[src/rtl/pipe_stage_skid.sv]
// Pipeline stage register with valid/ready handshake, synchronous flush,
// optional two-entry skid buffer, and a saturating back-pressure counter.
// Payload is opaque: bits pass through unmodified in strict FIFO order.
module pipe_stage_skid #(
    parameter int DATA_W = 64,
    parameter int SKID   = 1,
    parameter int CNT_W  = 16
) (
    input  logic              clk,
    input  logic              rst_n,
    input  logic              flush_i,
    input  logic              in_valid_i,
    output logic              in_ready_o,
    input  logic [DATA_W-1:0] in_data_i,
    output logic              out_valid_o,
    input  logic              out_ready_i,
    output logic [DATA_W-1:0] out_data_o,
    output logic [1:0]        occupancy_o,
    input  logic              clr_cnt_i,
    output logic [CNT_W-1:0]  stall_cnt_o
);

    // Main entry feeds the output; skid entry catches the word that arrives
    // while the main entry is stalled, so upstream ready can be registered.
    logic              main_vld_p0;
    logic [DATA_W-1:0] main_data_p0;
    logic              skid_vld_p0;
    logic [DATA_W-1:0] skid_data_p0;
    logic [CNT_W-1:0]  stall_cnt_p0;

    logic in_fire;
    logic out_fire;
    logic stall;

    // Increment that sticks at the all-ones value instead of wrapping.
    function automatic logic [CNT_W-1:0] sat_inc(input logic [CNT_W-1:0] v);
        if (v == {CNT_W{1'b1}}) begin
            return v;
        end
        return v + {{(CNT_W-1){1'b0}}, 1'b1};
    endfunction

    // With the skid buffer, ready depends only on a flop; without it, a full
    // stage may still accept when downstream drains in the same cycle.
    assign in_ready_o = (SKID != 0) ? !skid_vld_p0 : (!main_vld_p0 | out_ready_i);

    assign in_fire     = in_valid_i & in_ready_o;
    assign out_fire    = main_vld_p0 & out_ready_i;
    assign stall       = main_vld_p0 & !out_ready_i;

    assign out_valid_o = main_vld_p0;
    assign out_data_o  = main_data_p0;
    assign occupancy_o = {1'b0, main_vld_p0} + {1'b0, skid_vld_p0};
    assign stall_cnt_o = stall_cnt_p0;

    // Entry state: flush kills both entries (data left as don't-care),
    // otherwise advance the EMPTY/ONE/FULL occupancy machine.
    always_ff @(posedge clk or negedge rst_n) begin
        if (!rst_n) begin
            main_vld_p0  <= 1'b0;
            skid_vld_p0  <= 1'b0;
            main_data_p0 <= '0;
            skid_data_p0 <= '0;
        end else if (flush_i) begin
            main_vld_p0 <= 1'b0;
            skid_vld_p0 <= 1'b0;
        end else if (SKID != 0) begin
            if (!main_vld_p0) begin
                // EMPTY
                if (in_fire) begin
                    main_vld_p0  <= 1'b1;
                    main_data_p0 <= in_data_i;
                end
            end else if (!skid_vld_p0) begin
                // ONE
                if (in_fire && !out_fire) begin
                    skid_vld_p0  <= 1'b1;
                    skid_data_p0 <= in_data_i;
                end else if (in_fire && out_fire) begin
                    main_data_p0 <= in_data_i;
                end else if (out_fire) begin
                    main_vld_p0 <= 1'b0;
                end
            end else begin
                // FULL: ready is low, only the drain side can move
                if (out_fire) begin
                    main_data_p0 <= skid_data_p0;
                    skid_vld_p0  <= 1'b0;
                end
            end
        end else begin
            if (in_fire) begin
                main_vld_p0  <= 1'b1;
                main_data_p0 <= in_data_i;
            end else if (out_fire) begin
                main_vld_p0 <= 1'b0;
            end
        end
    end

    // Back-pressure counter: clear beats increment; flush has no effect.
    always_ff @(posedge clk or negedge rst_n) begin
        if (!rst_n) begin
            stall_cnt_p0 <= '0;
        end else if (clr_cnt_i) begin
            stall_cnt_p0 <= '0;
        end else if (stall) begin
            stall_cnt_p0 <= sat_inc(stall_cnt_p0);
        end
    end

endmodule

[config.mk]
export PLATFORM = sky130hd
export DESIGN_NAME = pipe_stage_skid
export DESIGN_NICKNAME = d
export VERILOG_FILES = /design/src/rtl/pipe_stage_skid.sv
export SDC_FILE = /design/constraint.sdc
export NUM_CORES = 1
export LEC_CHECK = 0
export BUFFER_PORTS_ARGS = -buffer_cell sky130_fd_sc_hd__buf_4
export CAP_MARGIN = 20
export CORE_MARGIN = 3
export CORE_UTILIZATION = 50
export CTS_BUF_LIST = sky130_fd_sc_hd__clkbuf_8
export CTS_CLUSTER_DIAMETER = 50
export CTS_CLUSTER_SIZE = 10
export DETAILED_ROUTE_END_ITERATION = 7
export GPL_TIMING_DRIVEN = 0
export PLACE_DENSITY = 0.78
export SLEW_MARGIN = 20
export SYNTH_ARGS = -nofsm -noshare
export SYNTH_HDL_FRONTEND = slang
export SYNTH_SLANG_ARGS = --single-unit
[constraint.sdc]
create_clock -name clk -period 1.8 [get_ports clk]
set_input_delay 0.27 -clock clk [delete_from_list [all_inputs] [get_ports clk]]
set_output_delay 0.27 -clock clk [all_outputs]
set_load 0.01 [all_outputs]
=== After elaboration in Yosys (flattened, before gate mapping) ===
Cells that the tools add are included.

* Bits in writable memories: 0
* Memories: 0
* Memory bits (read-only): 0
* Bits in registers: 146
* Bits in latches: 0
* Input port bits: 70

* Multiply operators: 0
* Equal/unequal tests: 5
* Magnitude comparators: 0
* Reduce and logical (&&, ||, !) cells: 11
* Shift operators: 0
* $add $sub $neg: 2
* Bitwise operators: 5
* Mux-type cells: 23
* Divide/modulo/power cells: 0

{| class="wikitable"
|+ Operators with widths
! operator !! number
|-
| 2-to-1 mux 64 bit || 6
|-
| 2-to-1 mux 16 bit || 3
|-
| adder 16 x 1 -> 16 bit (second input constant) || 1
|-
| == test 16 bit (second input constant) || 1
|-
| 2-to-1 mux 1 bit || 14
|-
| != test 3 bit (second input constant) || 2
|-
| nonzero test 2 bit || 3
|-
| AND reduction 5 bit || 1
|-
| AND reduction 4 bit || 1
|-
| bitwise AND 1 bit || 3
|-
| logical NOT 1 bit || 3
|-
| != test 3 x 1 -> 1 bit (second input constant) || 1
|-
| != test 3 x 2 -> 1 bit (second input constant) || 1
|-
| adder 1 x 1 -> 2 bit || 1
|-
| logical AND 1 bit || 2
|-
| NOT 1 bit || 2
|-
| AND reduction 2 bit || 1
|}

=== Longest topological paths before layout ===
Gate-level depths: netlist of run 1.

* Depth in word-level cells: 8
* Gate-level depth with buffers: 8
* Depth with buffers taken out: 6

=== Least setup slack after synthesis of run 1 ===
Ideal clock, no wire load.

* Kind: register -> register
* Start point: register main_vld_p0, in the netlist out_valid_o
* End point: register main_data_p0[10], in the netlist out_data_o[10]
* Path slack: -0.143 ns
* Arrival: 1.818 ns
* Stages on the path, launching flop included: 7
* Required time: 1.675 ns
* Buffers on the path: 2
* Path through: dfrtp_1 -> ha_1 -> a211oi_1 -> o21ba_2 -> buf_2 -> buf_2 -> mux2_2

* Word-level cells in the longest chain between the ends: 5
* Elaborated cells on any way between the ends: 10
* Classes of those cells: eq/ne: 3; mux: 1; bitwise: 1; reduce/logical: 5

{| class="wikitable"
|+ Ends and longest elaborated chain
! what !! RTL line !! text
|-
| start, declared || 25 || <nowiki>logic main_vld_p0;</nowiki>
|-
| start signal, assigned || 60 || <nowiki>main_vld_p0 <= 1'b0;</nowiki>
|-
| start signal, assigned || 65 || <nowiki>main_vld_p0 <= 1'b0;</nowiki>
|-
| start signal, assigned || 71 || <nowiki>main_vld_p0 <= 1'b1;</nowiki>
|-
| bitwise AND 1 bit || 48 || <nowiki>assign out_fire = main_vld_p0 & out_ready_i;</nowiki>
|-
| logical NOT 1 bit || 76 || <nowiki>if (in_fire && !out_fire) begin</nowiki>
|-
| logical AND 1 bit || 76 ||
|-
| != test 3 bit (no line) || - ||
|-
| AND reduction 5 bit (no line) || - ||
|-
| end signal, assigned || 72 || <nowiki>main_data_p0 <= in_data_i;</nowiki>
|-
| end signal, assigned || 80 || <nowiki>main_data_p0 <= in_data_i;</nowiki>
|-
| end signal, assigned || 87 || <nowiki>main_data_p0 <= skid_data_p0;</nowiki>
|-
| end, declared || 26 || <nowiki>logic [DATA_W-1:0] main_data_p0;</nowiki>
|}

Parallel ways exist; a longest one is shown, timed or not.
A chain may end at the register's enable or synchronous reset.

=== Worst setup path after layout of run 1 ===
* Start point: register main_vld_p0, in the netlist out_valid_o
* End point: register main_data_p0[26], in the netlist out_data_o[26]

The elaborated chain is that of the path after synthesis.

==> flow_metrics.tcl, run 1 <==
set metrics [dict create \
    syn-num-nets 538 \
    worst_ep_arrival_time_ps 2170 \
    final_cells 848 \
    sw_frac_of_total_pct 26.0 \
    design_area_sq_um 8980 \
    grt-ovfl-total 0 \
    finalHoldViolCount 0 \
    fin_hold_ws_ps 53.3 \
    cts_inserted_buffers 17 \
    viasPerCell 5.39 \
    cp_max_fo 10 \
    die_y_um 121 \
    dp_slack_ps -482 \
    gp_congestion 0.779 \
    relSlewSlack_pct 62.7 \
    setup_slack_ps -43.8 \
    drive_gt1_share_pct 67.8 \
    placed_area_sq_um 8070 \
    yosysSeqAreaShare_pct 55.1 \
    grt_start_max_net_pins 76 \
    ff2ff_setup_slack_ps -40 \
    switching_power_mw 2.42 \
    syn_to_final_growth_pct 35.6 \
    yosysWarnings 0 \
    die_area_sq_um 14700 \
    fin_util_pct 70.3 \
    startpoint "out_valid_o" \
    synth_area_sq_um 6630 \
    n_antenna_cell 0 \
    start_util_pct 51.9 \
    critPathRequiredTime_ps 2130 \
    synth-edff-count 0 \
    hold_class "input pin to flop" \
    most-common-layout-cells "190 x mux2_2, 173 x buf_4, 135 x dfrtp_1" \
    start_kind "flop" \
    htree_num_levels 4 \
    dp_hpwl_mm 10.1 \
    setup_viol 62 \
    routed_wl_mm 15.0 \
    vias 4568 \
    p_leak_nw 4.07 \
    synth_cells 465 \
    clock_latency_ps 450 \
    r2r_end "out_data_o[26]" \
    hold_start "in_data_i[13]" \
    placedCellCount 791 \
    core_sq_um 12800 \
    clock-sinks 146 \
    violations "negative setup slack" \
    report.final.slew_viol_count 0 \
    rsz0062_at_grt "true" \
    grt.total_usage_pct 20.7 \
    synth_cell_types 41 \
    fmax_mhz 542 \
    p_comb_share_pct 22.3 \
    endpoint_kind "flop" \
    r2r_start "out_valid_o" \
    fin_setup_tns_ps -1640 \
    grt_pass1_wl_mm 23.7 \
    worst_slew_pin_slew_ps 560 \
    grt_pass1_vias 4745 \
    power_frac_clock_pct 30.1 \
    criticalPathCategory "flop to flop" \
    io_buffers 153 \
    irDropWorstVdd_uv 700 \
    fin_crit_sh_pct 102 \
    cap_viol_max_count 0 \
    clockBufferDepth 2 \
    nNetsFinal 736 \
    syn_area_per_cell_sq_um 14.2 \
    synth-main-ff-cell "dfrtp_1" \
    cts_tree "built" \
    ant_nets 0 \
    core.rowCount 41 \
    first_pass_iters 4 \
    layout_commonest_cell "mux2_2" \
    clk_pin_slew_worst_paths_ps 80 \
    die_w_um 121 \
    reg2reg_depth 7 \
    status "complete, but fails checks" \
    cp-endpoint "out_data_o[26]" \
    drt_iter0_markers 207 \
    drc 0 \
    p_total_mw 9.28 \
    async_flop_share_pct 100 \
    fin_crit_ps 1840 \
    internal_power_mw 6.87 \
    power_density_nw_per_um2 1030 \
    skew_ps 9.43 \
    io_pins 154 \
    wl_per_cell_um 17.7 \
    ys_ff_latch 146 \
    cts_root_buffer "clkbuf_8" \
    antenna_found_initial 0 \
    seqPwrFrac_pct 47.6 \
]
## how the worst min path moves through the flow
stage	endpoint	slack, ps	cells after the start
detailed placement	out_data_o[37]	270	1
CTS	skid_data_p0[13]	20	2
finish	skid_data_p0[13]	50	2
global placement	skid_data_p0[10]	460	1
global route	skid_data_p0[13]	30	2
floorplan	out_data_o[0]	-30	0
## final cells by class
| type | instances | area [sq um] |
|---|---|---|
| inverters | 5 | 18.8 |
| repair buffers | 180 | 1400 |
| fillers | 892 | 3790 |
| well taps | 172 | 215 |
| clock buffers | 18 | 248 |
| multi-input cells | 290 | 2950 |
| clock inverters | 14 | 189 |
| flip-flops and latches | 146 | 3670 |
| plain buffers | 23 | 292 |
## power by group through the flow
stage	Sequential [mW]	Clock [mW]	Combinational (mW)
4_1_cts	4.42	2.85	2.10
3_5_place_dp	4.49	0	2.01
2_1_floorplan	4.56	0	0.906
3_3_place_gp	4.43	0	1.94
5_1_grt	4.52	2.99	2.24
6_report	4.42	2.79	2.07
## cells in the mapped netlist (2+ instances only)
cell type | count | area share (%)
a211oi_1 | 2 | 0.23
a21oi_1 | 11 | 0.83
buf_2 | 13 | 0.98
buf_6 | 2 | 0.34
clkbuf_1 | 7 | 0.40
dfrtp_1 | 146 | 55
ha_1 | 3 | 0.57
inv_1 | 5 | 0.28
mux2_1 | 5 | 0.85
mux2_2 | 191 | 32
nand2_1 | 6 | 0.34
nand2b_1 | 4 | 0.38
nand3_1 | 3 | 0.23
nand4_1 | 7 | 0.66
nor2_1 | 10 | 0.57
nor2b_1 | 3 | 0.28
nor3_1 | 4 | 0.30
nor4_1 | 6 | 0.57
o21ai_0 | 3 | 0.23
o31ai_1 | 6 | 0.68
or3_1 | 3 | 0.28
or3_2 | 2 | 0.23
or4_1 | 5 | 0.57
## critical path, cell delays in order (launching register included)
cell and delay [ps]:
dfrtp_2 440, ha_2 220, a2bb2oi_2 160, nor2_1 80, o21ba_2 170, buf_12 160
buf_12 140, mux2_2 340
## state kept, by name, indices dropped and copies added, names as in the netlist
| signal | count |
|---|---|
| skid_vld_p0 | 1 |
| out_data_o | 64 |
| stall_cnt_o | 16 |
| skid_data_p0 | 64 |
| out_valid_o | 1 |
## layer usage
layer	track usage (%)	vias up	wire (um)
met5	0	-	0
met4	8.64	0	313
met3	5.59	27	893
met2	35.0	143	7730
met1	24.9	2298	6050
li1	-	2100	-
## timing repair
action / in CTS / in global routing
buffers inserted: 10 / 14
resized for setup: 46 / 24
setup endpoints to repair: 141 / 136
hold buffers: 2 / 0
endpoints found under the hold margin: 73 / 0
pin swaps: 4 / 8
## cell families after synthesis
kind of cell             count (synthesis)  share of synthesized area [%]
AO/OA/AOI/OAI                           25                           2.36
multiplexers                           197                           33.5
AND/OR/NAND/NOR                         65                           6.19
buffers and inverters                   29                           2.27
adder cells (fa/ha/maj)                  3                          0.567
flip-flops                             146                           55.1
Note: power is estimated with default switching activity, not from simulation.
==> run 2, diff against run 1 <==
SETUP_SLACK_MARGIN = 0.15   (was not set)
==> run 2 against run 1 <==
  * Register-to-register slack is essentially flat
  * The flow still finishes with violations (negative setup slack)
  * Worst hold slack gained 5.0 ps
  * Maximum frequency grew 0.58%
  * Highest routed layer unchanged
  * Routed wire length grew 10%
  * Clock skew is essentially flat
  * Die area is the same
==> flow_metrics.tcl, run 2 (same netlist as run 1, synthesis figures left out) <==
set metrics [dict create \
    status "complete, but fails checks" \
    violations "negative setup slack" \
    grt-ovfl-total 0 \
    clk_pin_slew_worst_paths_ps 80 \
    final_cells 867 \
    setup_viol 65 \
    antenna_found_initial 0 \
    r2r_end "out_data_o[35]" \
    first_pass_iters 4 \
    irDropWorstVdd_uv 836 \
    core_sq_um 12800 \
    vias 4758 \
    skew_ps 9.49 \
    syn_to_final_growth_pct 44.7 \
    design_area_sq_um 9590 \
    rsz0062_at_grt "true" \
    critPathRequiredTime_ps 2130 \
    r2r_start "out_valid_o" \
    cp-endpoint "out_data_o[35]" \
    hold_path_depth 2 \
    clock_latency_ps 450 \
    htree_num_levels 4 \
    start_util_pct 51.9 \
    core.rowCount 41 \
    wl_per_cell_um 19.1 \
    layout_commonest_cell "buf_4" \
    hold_class "input pin to flop" \
    grt_pass1_vias 4956 \
    fmax_mhz 546 \
    clockBufferDepth 2 \
    power_density_nw_per_um2 973 \
    setup_slack_ps -33.1 \
    placedCellCount 791 \
    gp_congestion 0.795 \
    p_leak_nw 4.42 \
    worst_slew_pin_slew_ps 749 \
    fin_util_pct 75.1 \
    ant_nets 0 \
    startpoint "out_valid_o" \
    die_w_um 121 \
    nNetsFinal 756 \
    worst_ep_arrival_time_ps 2160 \
    drt_iter0_markers 210 \
    start_kind "flop" \
    dp_hpwl_mm 10.2 \
    grt.total_usage_pct 22.5 \
    relSlewSlack_pct 50.1 \
    cp_max_fo 10 \
    cts_inserted_buffers 17 \
    io_pins 154 \
    placed_area_sq_um 8200 \
    cts_tree "built" \
    routed_wl_mm 16.6 \
    drive_gt1_share_pct 72.4 \
    criticalPathCategory "flop to flop" \
    die_y_um 121 \
    io_buffers 153 \
    fin_crit_sh_pct 102 \
    ff2ff_setup_slack_ps -30 \
    n_antenna_cell 0 \
    grt_start_max_net_pins 83 \
    fin_hold_ws_ps 58.3 \
    cap_viol_max_count 0 \
    drc 0 \
    endpoint_kind "flop" \
    report.final.slew_viol_count 0 \
    viasPerCell 5.49 \
    die_area_sq_um 14700 \
    clock-sinks 146 \
    grt_pass1_wl_mm 25.7 \
    fin_setup_tns_ps -886 \
    most-common-layout-cells "186 x buf_4, 137 x dfrtp_1, 128 x mux2_2" \
    reg2reg_depth 7 \
    fin_crit_ps 1830 \
    cts_root_buffer "clkbuf_8" \
    finalHoldViolCount 0 \
]
==> run 2: cell count changes in the layout (fill, tap and decap cells not counted), moves of 5 or more <==
cell      previous run  this run
a21oi_1              8         2
a21oi_2              3         8
buf_12               8        15
buf_4              173       186
clkinv_2             2         7
mux2_1               5         0
mux2_2             190       128
mux2_4               1        68
==> run 2: final cells by class <==
cell class | count | area (sq um)
inverters | 5 | 18.8
plain buffers | 24 | 369
well taps | 172 | 215
flip-flops and latches | 146 | 3660
clock inverters | 11 | 111
multi-input cells | 290 | 3340
clock buffers | 20 | 275
repair buffers | 199 | 1600
fillers | 776 | 3180
==> run 2: what timing repair did <==
action | 4_1_cts | 5_1_grt
setup buffers | 37 | 5
pin swaps | 13 | 15
endpoints found under the hold margin | 66 | 0
hold buffers | 2 | 0
gates cloned | 0 | 1
setup endpoints to repair | 143 | 144
gates resized for setup | 116 | 36
==> run 2: layer usage <==
| metal | track usage [%] | wire length [um] |
|---|---|---|
| met5 | 0 | 0 |
| met2 | 37.9 | 8490 |
| met1 | 28.8 | 6870 |
| met3 | 5.08 | 913 |
| met4 | 8.07 | 282 |
==> run 2: power breakdown <==
group          switching [mW]  internal, mW
Combinational           0.824          1.54
Clock                    1.20          1.32
Sequential              0.419          4.03
==> run 2: worst min-delay path by stage <==
stage,start,endpoint
6_report,in_data_i[38],skid_data_p0[38]
2_1_floorplan,rst_n,out_data_o[0]
3_3_place_gp,skid_data_p0[13],skid_data_p0[13]
3_5_place_dp,rst_n,out_data_o[12]
4_1_cts,in_data_i[38],skid_data_p0[38]
5_1_grt,in_data_i[9],skid_data_p0[9]
==> run 2: worst max-delay path, cell delays in order, from the launching register on <==
cell and delay [ps]:
dfrtp_2 460, ha_2 230, a2bb2oi_2 130, nor2_1 80
o21ba_2 170, buf_12 160, buf_12 140, mux2_2 340
==> run 2: stage by stage <==
step | total power, mW | worst slack [ps]
2_1_floorplan | 5.48 | 60.7
3_3_place_gp | 6.38 | -266
3_5_place_dp | 6.52 | -230
4_1_cts | 9.36 | -41.4
5_1_grt | 9.80 | -78.1
6_report | 9.33 | -33.1
